$ cat src/rtl/hazard_pkg.sv
// hazard_pkg: shared types and constants for the Tuse/Tnew hazard scoreboard.
//
// Contents:
//   AW_MAX/TW_MAX  storage widths of the entry fields; narrower parameters zero-extend
//   TUSE_NONE      Tuse code meaning "operand not read" (all-ones at the default width)
//   FWD_RF         forward select meaning "no forwarding, use regfile / own value"
//   MUL_LAT_DEF    default mult/multu MD-unit occupancy
//   DIV_LAT_DEF    default div/divu MD-unit occupancy
//   sb_entry_t     one scoreboard entry (one per pipeline stage after D)
package hazard_pkg;

    localparam int unsigned AW_MAX      = 8;
    localparam int unsigned TW_MAX      = 8;
    localparam int unsigned TW_DEF      = 3;

    localparam logic [TW_DEF-1:0] TUSE_NONE = '1;

    localparam int unsigned FWD_RF      = 0;

    localparam int unsigned MUL_LAT_DEF = 5;
    localparam int unsigned DIV_LAT_DEF = 10;

    typedef struct packed {
        logic              valid;
        logic              we;
        logic [AW_MAX-1:0] waddr;
        logic [TW_MAX-1:0] tnew;     // cycles until the result can be forwarded
        logic [AW_MAX-1:0] rs;
        logic [AW_MAX-1:0] rt;
        logic              md_start;
        logic              md_div;
    } sb_entry_t;

    function automatic int unsigned max_u(input int unsigned a, input int unsigned b);
        return (a > b) ? a : b;
    endfunction

endpackage

$ cat src/rtl/hazard_scoreboard_if.sv
// hazard_scoreboard_if: D-stage request bundle and hazard responses.
//
// master modport: pipeline side, drives the D-stage instruction description and flush,
//                 receives stall, forwarding selects and md_busy.
// slave modport:  scoreboard side, the mirror image.
//
// Signals:
//   d_valid, d_rs, d_rt, d_rs_tuse, d_rt_tuse, d_we, d_waddr, d_tnew,
//   d_md_start, d_md_div, d_md_use, flush                    pipeline -> scoreboard
//   stall, fwd_d_rs, fwd_d_rt, fwd_e_rs, fwd_e_rt, md_busy   scoreboard -> pipeline
interface hazard_scoreboard_if #(
    parameter int unsigned AW = 5,
    parameter int unsigned TW = 3,
    parameter int unsigned SW = 2
);

    logic          d_valid;
    logic [AW-1:0] d_rs;
    logic [AW-1:0] d_rt;
    logic [TW-1:0] d_rs_tuse;
    logic [TW-1:0] d_rt_tuse;
    logic          d_we;
    logic [AW-1:0] d_waddr;
    logic [TW-1:0] d_tnew;
    logic          d_md_start;
    logic          d_md_div;
    logic          d_md_use;
    logic          flush;

    logic          stall;
    logic [SW-1:0] fwd_d_rs;
    logic [SW-1:0] fwd_d_rt;
    logic [SW-1:0] fwd_e_rs;
    logic [SW-1:0] fwd_e_rt;
    logic          md_busy;

    modport master (
        output d_valid, d_rs, d_rt, d_rs_tuse, d_rt_tuse, d_we, d_waddr, d_tnew,
               d_md_start, d_md_div, d_md_use, flush,
        input  stall, fwd_d_rs, fwd_d_rt, fwd_e_rs, fwd_e_rt, md_busy
    );

    modport slave (
        input  d_valid, d_rs, d_rt, d_rs_tuse, d_rt_tuse, d_we, d_waddr, d_tnew,
               d_md_start, d_md_div, d_md_use, flush,
        output stall, fwd_d_rs, fwd_d_rt, fwd_e_rs, fwd_e_rt, md_busy
    );

endinterface

$ cat src/rtl/hazard_md_timer.sv
// hazard_md_timer: multiply/divide unit occupancy timer.
//
// Ports:
//   clk      clock
//   reset_n  asynchronous active-low reset, clears the count
//   start    load the timer this edge (mult/div class leaving E)
//   div      with start: load DIV_LAT instead of MUL_LAT
//   busy     count is nonzero
module hazard_md_timer
    import hazard_pkg::*;
#(
    parameter int unsigned MUL_LAT = MUL_LAT_DEF,
    parameter int unsigned DIV_LAT = DIV_LAT_DEF
) (
    input  logic clk,
    input  logic reset_n,
    input  logic start,
    input  logic div,
    output logic busy
);

    localparam int unsigned MAX_LAT = max_u(MUL_LAT, DIV_LAT);
    localparam int unsigned CW      = $clog2(MAX_LAT + 1);

    logic [CW-1:0] cnt_q;
    logic [CW-1:0] cnt_d;

    always_comb begin
        cnt_d = cnt_q;
        if (start) begin
            cnt_d = div ? CW'(DIV_LAT) : CW'(MUL_LAT);
        end else if (cnt_q != '0) begin
            cnt_d = cnt_q - CW'(1);
        end
    end

    always_ff @(posedge clk or negedge reset_n) begin
        if (!reset_n) begin
            cnt_q <= '0;
        end else begin
            cnt_q <= cnt_d;
        end
    end

    assign busy = (cnt_q != '0);

endmodule

$ cat src/rtl/hazard_scoreboard.sv
// hazard_scoreboard: Tuse/Tnew hazard controller beside the D stage.
//
// Tracks one entry per stage after D (entry 0 = E, 1 = M, 2 = W, ...), each carrying
// the writer's destination and a Tnew countdown. From that it derives the D-stage stall
// and the forward selects for the D and E operand muxes. An MD-unit timer covers
// HI/LO hazards behind mult/div.
//
// Ports:
//   clk, reset_n   clock and asynchronous active-low reset
//   hz (slave)     D-stage instruction description and flush in; stall,
//                  fwd_d_rs/rt (0 = regfile, k = entry k-1),
//                  fwd_e_rs/rt (0 = own value, k = entry k) and md_busy out
module hazard_scoreboard
    import hazard_pkg::*;
#(
    parameter int unsigned NREG    = 32,
    parameter int unsigned AW      = $clog2(NREG),
    parameter int unsigned NSTAGE  = 3,
    parameter int unsigned TW      = 3,
    parameter int unsigned MUL_LAT = MUL_LAT_DEF,
    parameter int unsigned DIV_LAT = DIV_LAT_DEF,
    parameter int unsigned SW      = $clog2(NSTAGE + 1)
) (
    input  logic               clk,
    input  logic               reset_n,
    hazard_scoreboard_if.slave hz
);

    sb_entry_t ent_q [NSTAGE];
    sb_entry_t ent_d [NSTAGE];

    logic              d_rs_hit, d_rt_hit, e_rs_hit, e_rt_hit;
    logic [TW_MAX-1:0] d_rs_tnew, d_rt_tnew, e_rs_tnew, e_rt_tnew;
    logic [SW-1:0]     d_rs_code, d_rt_code, e_rs_code, e_rt_code;
    logic              rs_stall, rt_stall, md_stall, stall;
    logic              md_busy, md_load;

    // Register 0 is hardwired, so a writer to it never creates a dependency.
    function automatic logic hit(input sb_entry_t e, input logic [AW_MAX-1:0] r);
        return e.valid && e.we && (r != '0) && (e.waddr == r);
    endfunction

    function automatic logic [TW_MAX-1:0] sat_dec(input logic [TW_MAX-1:0] t);
        return (t == '0) ? '0 : t - TW_MAX'(1);
    endfunction

    // Priority encoders: scan oldest to youngest so the youngest match overwrites.
    always_comb begin
        d_rs_hit  = 1'b0;
        d_rt_hit  = 1'b0;
        e_rs_hit  = 1'b0;
        e_rt_hit  = 1'b0;
        d_rs_tnew = '0;
        d_rt_tnew = '0;
        e_rs_tnew = '0;
        e_rt_tnew = '0;
        d_rs_code = '0;
        d_rt_code = '0;
        e_rs_code = '0;
        e_rt_code = '0;
        for (int k = NSTAGE - 1; k >= 0; k--) begin
            if (hit(ent_q[k], AW_MAX'(hz.d_rs))) begin
                d_rs_hit  = 1'b1;
                d_rs_tnew = ent_q[k].tnew;
                d_rs_code = SW'(k + 1);
            end
            if (hit(ent_q[k], AW_MAX'(hz.d_rt))) begin
                d_rt_hit  = 1'b1;
                d_rt_tnew = ent_q[k].tnew;
                d_rt_code = SW'(k + 1);
            end
        end
        // E-stage operands only look past E itself; a bubble in E holds rs = rt = 0.
        for (int k = NSTAGE - 1; k >= 1; k--) begin
            if (hit(ent_q[k], ent_q[0].rs)) begin
                e_rs_hit  = 1'b1;
                e_rs_tnew = ent_q[k].tnew;
                e_rs_code = SW'(k);
            end
            if (hit(ent_q[k], ent_q[0].rt)) begin
                e_rt_hit  = 1'b1;
                e_rt_tnew = ent_q[k].tnew;
                e_rt_code = SW'(k);
            end
        end
    end

    assign rs_stall = d_rs_hit && (hz.d_rs_tuse != {TW{1'b1}}) &&
                      (d_rs_tnew > TW_MAX'(hz.d_rs_tuse));
    assign rt_stall = d_rt_hit && (hz.d_rt_tuse != {TW{1'b1}}) &&
                      (d_rt_tnew > TW_MAX'(hz.d_rt_tuse));
    // A mult/div sitting in E has not loaded the timer yet, so it blocks on its own.
    assign md_stall = hz.d_md_use && (md_busy || (ent_q[0].valid && ent_q[0].md_start));
    assign stall    = hz.d_valid && (rs_stall || rt_stall || md_stall);

    assign hz.stall    = stall;
    assign hz.md_busy  = md_busy;
    assign hz.fwd_d_rs = (d_rs_hit && d_rs_tnew == '0) ? d_rs_code : SW'(FWD_RF);
    assign hz.fwd_d_rt = (d_rt_hit && d_rt_tnew == '0) ? d_rt_code : SW'(FWD_RF);
    assign hz.fwd_e_rs = (e_rs_hit && e_rs_tnew == '0) ? e_rs_code : SW'(FWD_RF);
    assign hz.fwd_e_rt = (e_rt_hit && e_rt_tnew == '0) ? e_rt_code : SW'(FWD_RF);

    // Invalid entries are kept all-zero so stale fields can never match.
    always_comb begin
        for (int k = 0; k < NSTAGE; k++) begin
            ent_d[k] = '0;
        end
        if (!hz.flush) begin
            if (hz.d_valid && !stall) begin
                ent_d[0].valid    = 1'b1;
                ent_d[0].we       = hz.d_we;
                ent_d[0].waddr    = AW_MAX'(hz.d_waddr);
                ent_d[0].tnew     = TW_MAX'(hz.d_tnew);
                ent_d[0].rs       = AW_MAX'(hz.d_rs);
                ent_d[0].rt       = AW_MAX'(hz.d_rt);
                ent_d[0].md_start = hz.d_md_start;
                ent_d[0].md_div   = hz.d_md_div;
            end
            for (int k = 1; k < NSTAGE; k++) begin
                ent_d[k]      = ent_q[k-1];
                ent_d[k].tnew = sat_dec(ent_q[k-1].tnew);
            end
        end
    end

    always_ff @(posedge clk or negedge reset_n) begin
        if (!reset_n) begin
            for (int k = 0; k < NSTAGE; k++) begin
                ent_q[k] <= '0;
            end
        end else begin
            for (int k = 0; k < NSTAGE; k++) begin
                ent_q[k] <= ent_d[k];
            end
        end
    end

    // Flush kills the mult/div before it launches, but never stops a running count.
    assign md_load = ent_q[0].valid && ent_q[0].md_start && !hz.flush;

    hazard_md_timer #(
        .MUL_LAT (MUL_LAT),
        .DIV_LAT (DIV_LAT)
    ) u_md_timer (
        .clk     (clk),
        .reset_n (reset_n),
        .start   (md_load),
        .div     (ent_q[0].md_div),
        .busy    (md_busy)
    );

endmodule

$ cat src/flat_wrapper.sv
// flat-port wrapper written by rule: the top's interface ports become plain ports
module hazard_scoreboard_flat import hazard_pkg::*;
#(
    parameter int unsigned NREG    = 32,
    parameter int unsigned AW      = $clog2(NREG),
    parameter int unsigned NSTAGE  = 3,
    parameter int unsigned TW      = 3,
    parameter int unsigned MUL_LAT = MUL_LAT_DEF,
    parameter int unsigned DIV_LAT = DIV_LAT_DEF,
    parameter int unsigned SW      = $clog2(NSTAGE + 1)
)
  (clk, reset_n, hz_d_valid, hz_d_rs, hz_d_rt, hz_d_rs_tuse, hz_d_rt_tuse, hz_d_we, hz_d_waddr, hz_d_tnew, hz_d_md_start, hz_d_md_div, hz_d_md_use, hz_flush, hz_stall, hz_fwd_d_rs, hz_fwd_d_rt, hz_fwd_e_rs, hz_fwd_e_rt, hz_md_busy);
  hazard_scoreboard_if #(.AW(AW), .TW(TW), .SW(SW)) hz_i ();
  input  logic clk;
  input  logic reset_n;
  input wire logic [$bits(hz_i.d_valid)-1:0] hz_d_valid;
  input wire logic [$bits(hz_i.d_rs)-1:0] hz_d_rs;
  input wire logic [$bits(hz_i.d_rt)-1:0] hz_d_rt;
  input wire logic [$bits(hz_i.d_rs_tuse)-1:0] hz_d_rs_tuse;
  input wire logic [$bits(hz_i.d_rt_tuse)-1:0] hz_d_rt_tuse;
  input wire logic [$bits(hz_i.d_we)-1:0] hz_d_we;
  input wire logic [$bits(hz_i.d_waddr)-1:0] hz_d_waddr;
  input wire logic [$bits(hz_i.d_tnew)-1:0] hz_d_tnew;
  input wire logic [$bits(hz_i.d_md_start)-1:0] hz_d_md_start;
  input wire logic [$bits(hz_i.d_md_div)-1:0] hz_d_md_div;
  input wire logic [$bits(hz_i.d_md_use)-1:0] hz_d_md_use;
  input wire logic [$bits(hz_i.flush)-1:0] hz_flush;
  output wire logic [$bits(hz_i.stall)-1:0] hz_stall;
  output wire logic [$bits(hz_i.fwd_d_rs)-1:0] hz_fwd_d_rs;
  output wire logic [$bits(hz_i.fwd_d_rt)-1:0] hz_fwd_d_rt;
  output wire logic [$bits(hz_i.fwd_e_rs)-1:0] hz_fwd_e_rs;
  output wire logic [$bits(hz_i.fwd_e_rt)-1:0] hz_fwd_e_rt;
  output wire logic [$bits(hz_i.md_busy)-1:0] hz_md_busy;
  assign hz_i.d_valid = hz_d_valid;
  assign hz_i.d_rs = hz_d_rs;
  assign hz_i.d_rt = hz_d_rt;
  assign hz_i.d_rs_tuse = hz_d_rs_tuse;
  assign hz_i.d_rt_tuse = hz_d_rt_tuse;
  assign hz_i.d_we = hz_d_we;
  assign hz_i.d_waddr = hz_d_waddr;
  assign hz_i.d_tnew = hz_d_tnew;
  assign hz_i.d_md_start = hz_d_md_start;
  assign hz_i.d_md_div = hz_d_md_div;
  assign hz_i.d_md_use = hz_d_md_use;
  assign hz_i.flush = hz_flush;
  assign hz_stall = hz_i.stall;
  assign hz_fwd_d_rs = hz_i.fwd_d_rs;
  assign hz_fwd_d_rt = hz_i.fwd_d_rt;
  assign hz_fwd_e_rs = hz_i.fwd_e_rs;
  assign hz_fwd_e_rt = hz_i.fwd_e_rt;
  assign hz_md_busy = hz_i.md_busy;
  hazard_scoreboard #(.NREG(NREG), .AW(AW), .NSTAGE(NSTAGE), .TW(TW), .MUL_LAT(MUL_LAT), .DIV_LAT(DIV_LAT), .SW(SW)) u_core (.clk(clk), .reset_n(reset_n), .hz(hz_i));
endmodule
$ cat config.mk
export PLATFORM = sky130hd
export DESIGN_NAME = hazard_scoreboard_flat
export DESIGN_NICKNAME = d
export VERILOG_FILES = /design/src/rtl/hazard_pkg.sv /design/src/rtl/hazard_scoreboard_if.sv /design/src/rtl/hazard_md_timer.sv /design/src/rtl/hazard_scoreboard.sv /design/src/flat_wrapper.sv
export SDC_FILE = /design/constraint.sdc
export NUM_CORES = 1
export LEC_CHECK = 0
export CORE_ASPECT_RATIO = 0.6
export CORE_MARGIN = 3
export CORE_UTILIZATION = 56
export CTS_CLUSTER_DIAMETER = 150
export DETAILED_ROUTE_END_ITERATION = 8
export PLACE_DENSITY = 0.86
export SLEW_MARGIN = 20
export SYNTH_ARGS = -nofsm -noshare
export SYNTH_HDL_FRONTEND = slang
export SYNTH_SLANG_ARGS = --single-unit
$ cat constraint.sdc
create_clock -name clk -period 6.1 [get_ports clk]
set_input_delay 1.22 -clock clk [delete_from_list [all_inputs] [get_ports clk]]
set_output_delay 1.22 -clock clk [all_outputs]
set_load 0.1 [all_outputs]
# Word level (Yosys, flattened, before mapping)
# Cells that the tools add are included.
word_totals:
  regBits: 94
  latch_bits: 0
  ram_bits: 0
  rom_bits: 0
  input_bits: 32
  output_inout_bits: 10
  wordCells: 132
  memories: 0
classes:
  addsub: 3
  mul: 0
  div_mod_pow: 0
  magnitude_cmp: 2
  n_eq_ne: 12
  shifts: 0
  muxes: 41
  bitwise: 0
  n_reduce_logical: 53
op_table:
  columns: ["op", "count"]
  rows:
  - ["2-to-1 mux 108 bit", 1]
  - ["2-to-1 mux 8 bit", 12]
  - ["== test 8 x 5 -> 1 bit", 6]
  - ["zero test 8 bit", 6]
  - ["logical AND 1 bit", 36]
  - ["2-to-1 mux 36 bit", 1]
  - ["== test 8 bit", 4]
  - ["2-to-1 mux 2 bit", 14]
  - ["> comparator 8 x 3 -> 1 bit", 2]
  - ["nonzero test 8 bit", 2]
  - ["subtractor 8 x 1 -> 8 bit (second input constant)", 2]
  - ["2-to-1 mux 4 bit", 3]
  - ["2-to-1 mux 1 bit", 10]
  - ["nonzero test 5 bit", 2]
  - ["inequality test 3 bit (second input constant)", 2]
  - ["nonzero test 4 bit", 1]
  - ["subtractor 4 x 1 -> 4 bit (second input constant)", 1]
  - ["logical OR 1 bit", 3]
  - ["zero test 1 bit", 2]
  - ["nonzero test 2 bit", 1]

# Logic depth before layout (Yosys ltp)
# Gate-level depths: netlist (run 1).
depth:
  ltp_word: 15
  mapped_depth: 17
  depth_no_buf: 14

# Cells and area by module
# A second synthesis (run 1) with hierarchy kept.
unflattened:
  cells_unflattened: 345
  area_unflattened_um2: 3231.8
by_module_without_submodules:
  columns: ["mod", "instances", "cells_each", "area_each_um2", "seq_area_each_um2"]
  rows:
  - ["hazard_scoreboard", 1, 324, 2995.4, 1226.2]
  - ["hazard_md_timer", 1, 21, 236.5, 100.1]

# Worst setup path after synthesis (run 1)
# Ideal clock, no wire load.
synth_timing:
  kind: "input -> output"
  from: "in hz_d_rs[4]"
  to: "out hz_fwd_d_rs[0]"
  arrival_time_ns: 4.802
  t_required_ns: 4.880
  path_slack_ns: 0.078
  path_stages: 9
  n_path_buf: 2
  cell_sequence: "clkbuf_1 -> xnor2_1 -> nand4_1 -> or3_1 -> buf_2 -> a21o_1 -> a21oi_1 -> o2111a_1 -> a21boi_0"
synth_between:
  elab_chain_cells: 9
  elab_cells_between_ends: 22
  classes_between: "3 x eq/ne; 10 x mux; 9 x reduce/logical"
synth_rtl:
  columns: ["item", "line", "rtl"]
  rows:
  - ["start: declaration", "flat_wrapper.sv:17", "input wire logic [$bits(hz_i.d_rs)-1:0] hz_d_rs;"]
  - ["nonzero test 5 bit", "hazard_scoreboard.sv:40", "return e.valid && e.we && (r != '0) && (e.waddr == r);"]
  - ["logical AND 1 bit (2 in series)", "hazard_scoreboard.sv:40", null]
  - ["2-to-1 mux 8 bit (3 in series)", "hazard_scoreboard.sv:62", "if (hit(ent_q[k], AW_MAX'(hz.d_rs))) begin"]
  - ["zero test 8 bit", "hazard_scoreboard.sv:98", "assign hz.fwd_d_rs = (d_rs_hit && d_rs_tnew == '0) ? d_rs_code : SW'(FWD_RF);"]
  - ["logical AND 1 bit", "hazard_scoreboard.sv:98", null]
  - ["2-to-1 mux 2 bit *", "hazard_scoreboard.sv:98", null]
  - ["end: declaration", "flat_wrapper.sv:29", "output wire logic [$bits(hz_i.fwd_d_rs)-1:0] hz_fwd_d_rs;"]
# Every way passes the cells marked *; elsewhere a longest branch is shown, timed or not.

# Worst setup path after layout (run 1)
layout_timing:
  from: "in hz_d_rt[1]"
  to: "out hz_stall"
layout_between:
  elab_chain_cells: 11
  elab_cells_between_ends: 22
  classes_between: "1 x order compare; 3 x eq/ne; 6 x mux; 12 x reduce/logical"
layout_rtl:
  columns: ["item", "line", "rtl"]
  rows:
  - ["start: declaration", "flat_wrapper.sv:18", "input wire logic [$bits(hz_i.d_rt)-1:0] hz_d_rt;"]
  - ["nonzero test 5 bit", "hazard_scoreboard.sv:40", null]
  - ["logical AND 1 bit (2 in series)", "hazard_scoreboard.sv:40", null]
  - ["2-to-1 mux 8 bit / 2-to-1 mux 1 bit (equally long branches) (3 in series)", "hazard_scoreboard.sv:67", "if (hit(ent_q[k], AW_MAX'(hz.d_rt))) begin"]
  - ["> comparator 8 x 3 -> 1 bit / logical AND 1 bit (equally long branches)", "hazard_scoreboard.sv:91, hazard_scoreboard.sv:90", null]
  - ["logical AND 1 bit *", "hazard_scoreboard.sv:90", "assign rt_stall = d_rt_hit && (hz.d_rt_tuse != {TW{1'b1}}) &&"]
  - ["logical OR 1 bit * (2 in series)", "hazard_scoreboard.sv:94", "assign stall = hz.d_valid && (rs_stall || rt_stall || md_stall);"]
  - ["logical AND 1 bit *", "hazard_scoreboard.sv:94", null]
  - ["end: declaration", "flat_wrapper.sv:28", "output wire logic [$bits(hz_i.stall)-1:0] hz_stall;"]
# Marked as above.

==> impl_metrics.json, run 1 <==
{
  "ctsHtreeMaxLevel": 2,
  "cpMostUsedCell": "a21oi_1",
  "status": "finished, final reports clean",
  "crit_family": "simple AND/OR/NAND/NOR gates",
  "finalHoldViolCount": 0,
  "wl_per_cell_um": 16.8,
  "syn-cell-area_um2": 3180,
  "cts-root-buf": "clkbuf_8",
  "power_switching_w": 0.000301,
  "clock_sinks": 53,
  "via_count": 2672,
  "cp_slowest_cell": "or4_1",
  "rsz0062_at_grt": "false",
  "crit_chain": "clkdlybuf4s50_1, or4_1, nor2_4, or4_1, nand3_1, a21oi_1, a21oi_1, ha_1, nor2b_1, o21ai_0, a32oi_1, a21oi_1, a211o_2, o311ai_4, and2_1, buf_12",
  "first_iter_violations": 267,
  "grt_usage_pct": 24.9,
  "synthArstFlopShare_pct": 100,
  "fin_nets": 433,
  "combPwrFrac_pct": 26.9,
  "p_sw_share_pct": 33.0,
  "worst_r2r_endpoint": "u_core.ent_q[100]",
  "ys_seq_area_share_pct": 41.7,
  "drive_gt1_share_pct": 9.21,
  "die_h_um": 64.4,
  "post-place-cells": 458,
  "clkPwrFrac_pct": 27.7,
  "seqPwrFrac_pct": 45.4,
  "fmax_mhz": 168,
  "synth_top_flop_cell": "dfrtp_1",
  "core_um2": 5280,
  "r2r_start": "u_core.ent_q[62]",
  "dr.pass1.iters": 4,
  "startpoint": "hz_d_rt[1]",
  "min_from": "u_core.ent_q[72]",
  "slew_headroom_pct": 34.8,
  "via_per_inst": 5.71,
  "crit_type": "input port to output port",
  "io_buffers": 41,
  "worstHoldPathType": "register to register",
  "insertion_delay_ns": 0.32,
  "path_max_fanout": 6,
  "antenna_found_initial": 0,
  "synth.distinct_cells": 48,
  "syn_avg_cell_area_um2": 9.04,
  "skew_ns": 0.00737,
  "ys_ff_latch": 53,
  "cts_tree": "yes",
  "fillCellCount": 416,
  "gp_congestion": 0.942,
  "initial_core_util_pct": 60.2,
  "setup_viol": 0,
  "maxCapViolations": 0,
  "grt_pass1_vias": 2649,
  "row_count": 20,
  "ant_nets": 0,
  "cts_buffers": 5,
  "power.leakage_nw": 1.72,
  "vdd_drop_max_uv": 250,
  "grt_pass1_wl_um": 12700,
  "area_delta_synth_final_pct": 20.3,
  "finalCritPeriodShare_pct": 97.4,
  "placed_area_um2": 3640,
  "power_density_nw_per_um2": 239,
  "clk_pin_slew_worst_paths_ns": 0.10,
  "holdPathStages": 2,
  "ctsHoldBuffers": 0,
  "whs_ns": 0.520,
  "period_minus_slack_ns": 5.94,
  "yosysWarnings": 0,
  "worstPathRequired_ns": 4.88,
  "diodes": 0,
  "crit_path_end_kind": "output port",
  "clk_path_buf_depth": 2,
  "start_kind": "input port",
  "stdcell_area_um2": 3820,
  "hold_path_end": "u_core.u_md_timer.cnt_q[3]",
  "grt.overflow.total": 0,
  "tightestPinTransition_ns": 0.974,
  "r2r_cells": 15,
  "grt_max_degree": 54,
  "layoutNonFillerInstCount": 468,
  "intPower_w": 0.000611,
  "finalWirelength_um": 7880,
  "setup_tns_ns": 0,
  "boundaryPins": 42,
  "place_hpwl_um": 5930,
  "path_buf_inv": 2,
  "die_area_um2": 6650,
  "r2r_slack_ns": 2.33,
  "cp.arrival_ns": 4.72,
  "synthCells": 352,
  "syn-num-nets": 395,
  "total_power_w": 0.000912,
  "drc": 0,
  "crit_path_max_incr_delay_ns": 0.61,
  "fp.dieW_um": 103,
  "synth_edf_count": 0,
  "drv_slew": 0
}
-- worst reg2reg max path: stages, from the launching register on --
cell and delay [ns]:
dfrtp_1 0.50, inv_1 0.13, a221o_1 0.35, or4_1 0.62
nand3_1 0.13, a31oi_1 0.13, ha_1 0.33, nor2b_1 0.15
o21ai_0 0.09, a32oi_1 0.18, a21oi_1 0.06, a211o_2 0.36
o311ai_4 0.09, buf_4 0.18, buf_4 0.25, nor2_1 0.10
-- what timing repair did --
item | CTS | global route
endpoints found under the setup margin | 0 | 1
buffers inserted | 0 | 2
gates resized for setup | 0 | 10
-- state kept, by name, summed over array words and instances, names as in the netlist --
register and count:
u_core.u_md_timer.cnt_q 4, u_core.ent_q 49
-- per-layer routing --
| metal | GRT usage (%) | share of wire, % |
|---|---|---|
| met1 | 35.8 | 43 |
| met2 | 37.6 | 43 |
| met3 | 6.54 | 13 |
| met4 | 5.82 | 1.5 |
| met5 | 0 | 0 |
-- power by group through the flow --
stage	Combinational, W	Clock, W	Sequential (W)
global placement	0.000233	0	0.000419
CTS	0.000240	0.000257	0.000413
floorplan	0.000171	0	0.000408
detailed placement	0.000239	0	0.000419
finish	0.000245	0.000252	0.000415
global route	0.000270	0.000275	0.000419
-- final cells by class --
cell class              count  area (um2)  area share, %
multi-input cells         259        1730           45.3
flip-flops and latches     53        1330           34.7
clock inverters             3        47.5           1.24
well taps                  77        96.3           2.52
inverters                  22        82.6           2.16
repair buffers             49         470           12.3
clock buffers               5        68.8           1.80
-- metrics by stage --
stage	utilization (%)	worst slack [ns]
finish	72.4	0.158
global route	72.4	0.00105
CTS	71.2	0.153
detailed placement	69.0	0.186
global placement	69.0	0.266
floorplan	-	0.0776
-- cell families (layout without fill, tap and decap cells) --
family          count (synthesis)  after routing  share of synthesized area (%)
compound gates                 43             43                           10.0
xor+xnor                       50             50                           13.8
fa+ha+maj                      11             11                           4.33
buf+inv                        40             79                           5.31
flops                          53             53                           41.7
simple gates                  155            155                           24.9
-- synth_stat cells, types with 4 or more instances --
master / n / share of area [%]
nor2b_1: 17 / 3.3
nor4_1: 6 / 1.2
nand2_1: 40 / 4.7
xnor2_1: 35 / 9.6
nand3_1: 9 / 1.4
ha_1: 11 / 4.3
xor2_1: 15 / 4.1
nor3_1: 9 / 1.4
nand4_1: 8 / 1.6
nor2_1: 39 / 4.6
or4_1: 9 / 2.1
a31oi_1: 4 / 0.79
a21oi_1: 13 / 2.0
o21ai_0: 5 / 0.79
inv_1: 22 / 2.6
dfrtp_1: 53 / 42
clkbuf_1: 12 / 1.4
-- worst max path at each step --
stage / endpoint / slack (ns) / depth (start not counted)
2_1_floorplan: hz_fwd_d_rs[0] / 0.08 / 9
3_3_place_gp: hz_stall / 0.27 / 15
3_5_place_dp: hz_stall / 0.19 / 15
4_1_cts: hz_stall / 0.15 / 14
5_1_grt: hz_stall / 0.001 / 16
6_report: hz_stall / 0.16 / 16
-- cells in the final DEF (no fill, tap or decap), types with 3 or more instances in the layout --
| cell | n |
|---|---|
| nor2_1 | 39 |
| or2_2 | 3 |
| nand2_1 | 40 |
| inv_1 | 22 |
| nor4_1 | 6 |
| a21oi_1 | 13 |
| a31oi_1 | 3 |
| o21ai_0 | 4 |
| clkdlybuf4s50_1 | 33 |
| clkbuf_8 | 5 |
| nor3_1 | 9 |
| buf_4 | 12 |
| xnor2_1 | 35 |
| xor2_1 | 15 |
| and3_1 | 3 |
| or4_1 | 9 |
| nand3_1 | 9 |
| nand4_1 | 8 |
| dfrtp_1 | 53 |
| nor2b_1 | 17 |
| ha_1 | 11 |
Note: power is estimated with default switching activity, not from simulation.
==> run 2, diff against run 1 <==
--- a/config.mk
+++ b/config.mk
@@ -8,7 +8,7 @@
 export CORE_ASPECT_RATIO = 0.6
 export CORE_MARGIN = 3
 export CORE_UTILIZATION = 56
-export CTS_CLUSTER_DIAMETER = 150
+export CTS_CLUSTER_DIAMETER = 100
 export DETAILED_ROUTE_END_ITERATION = 8
 export PLACE_DENSITY = 0.86
 export SLEW_MARGIN = 20
==> results of run 2 <==
Final layout, timing and power as in run 1 (identical DEF).
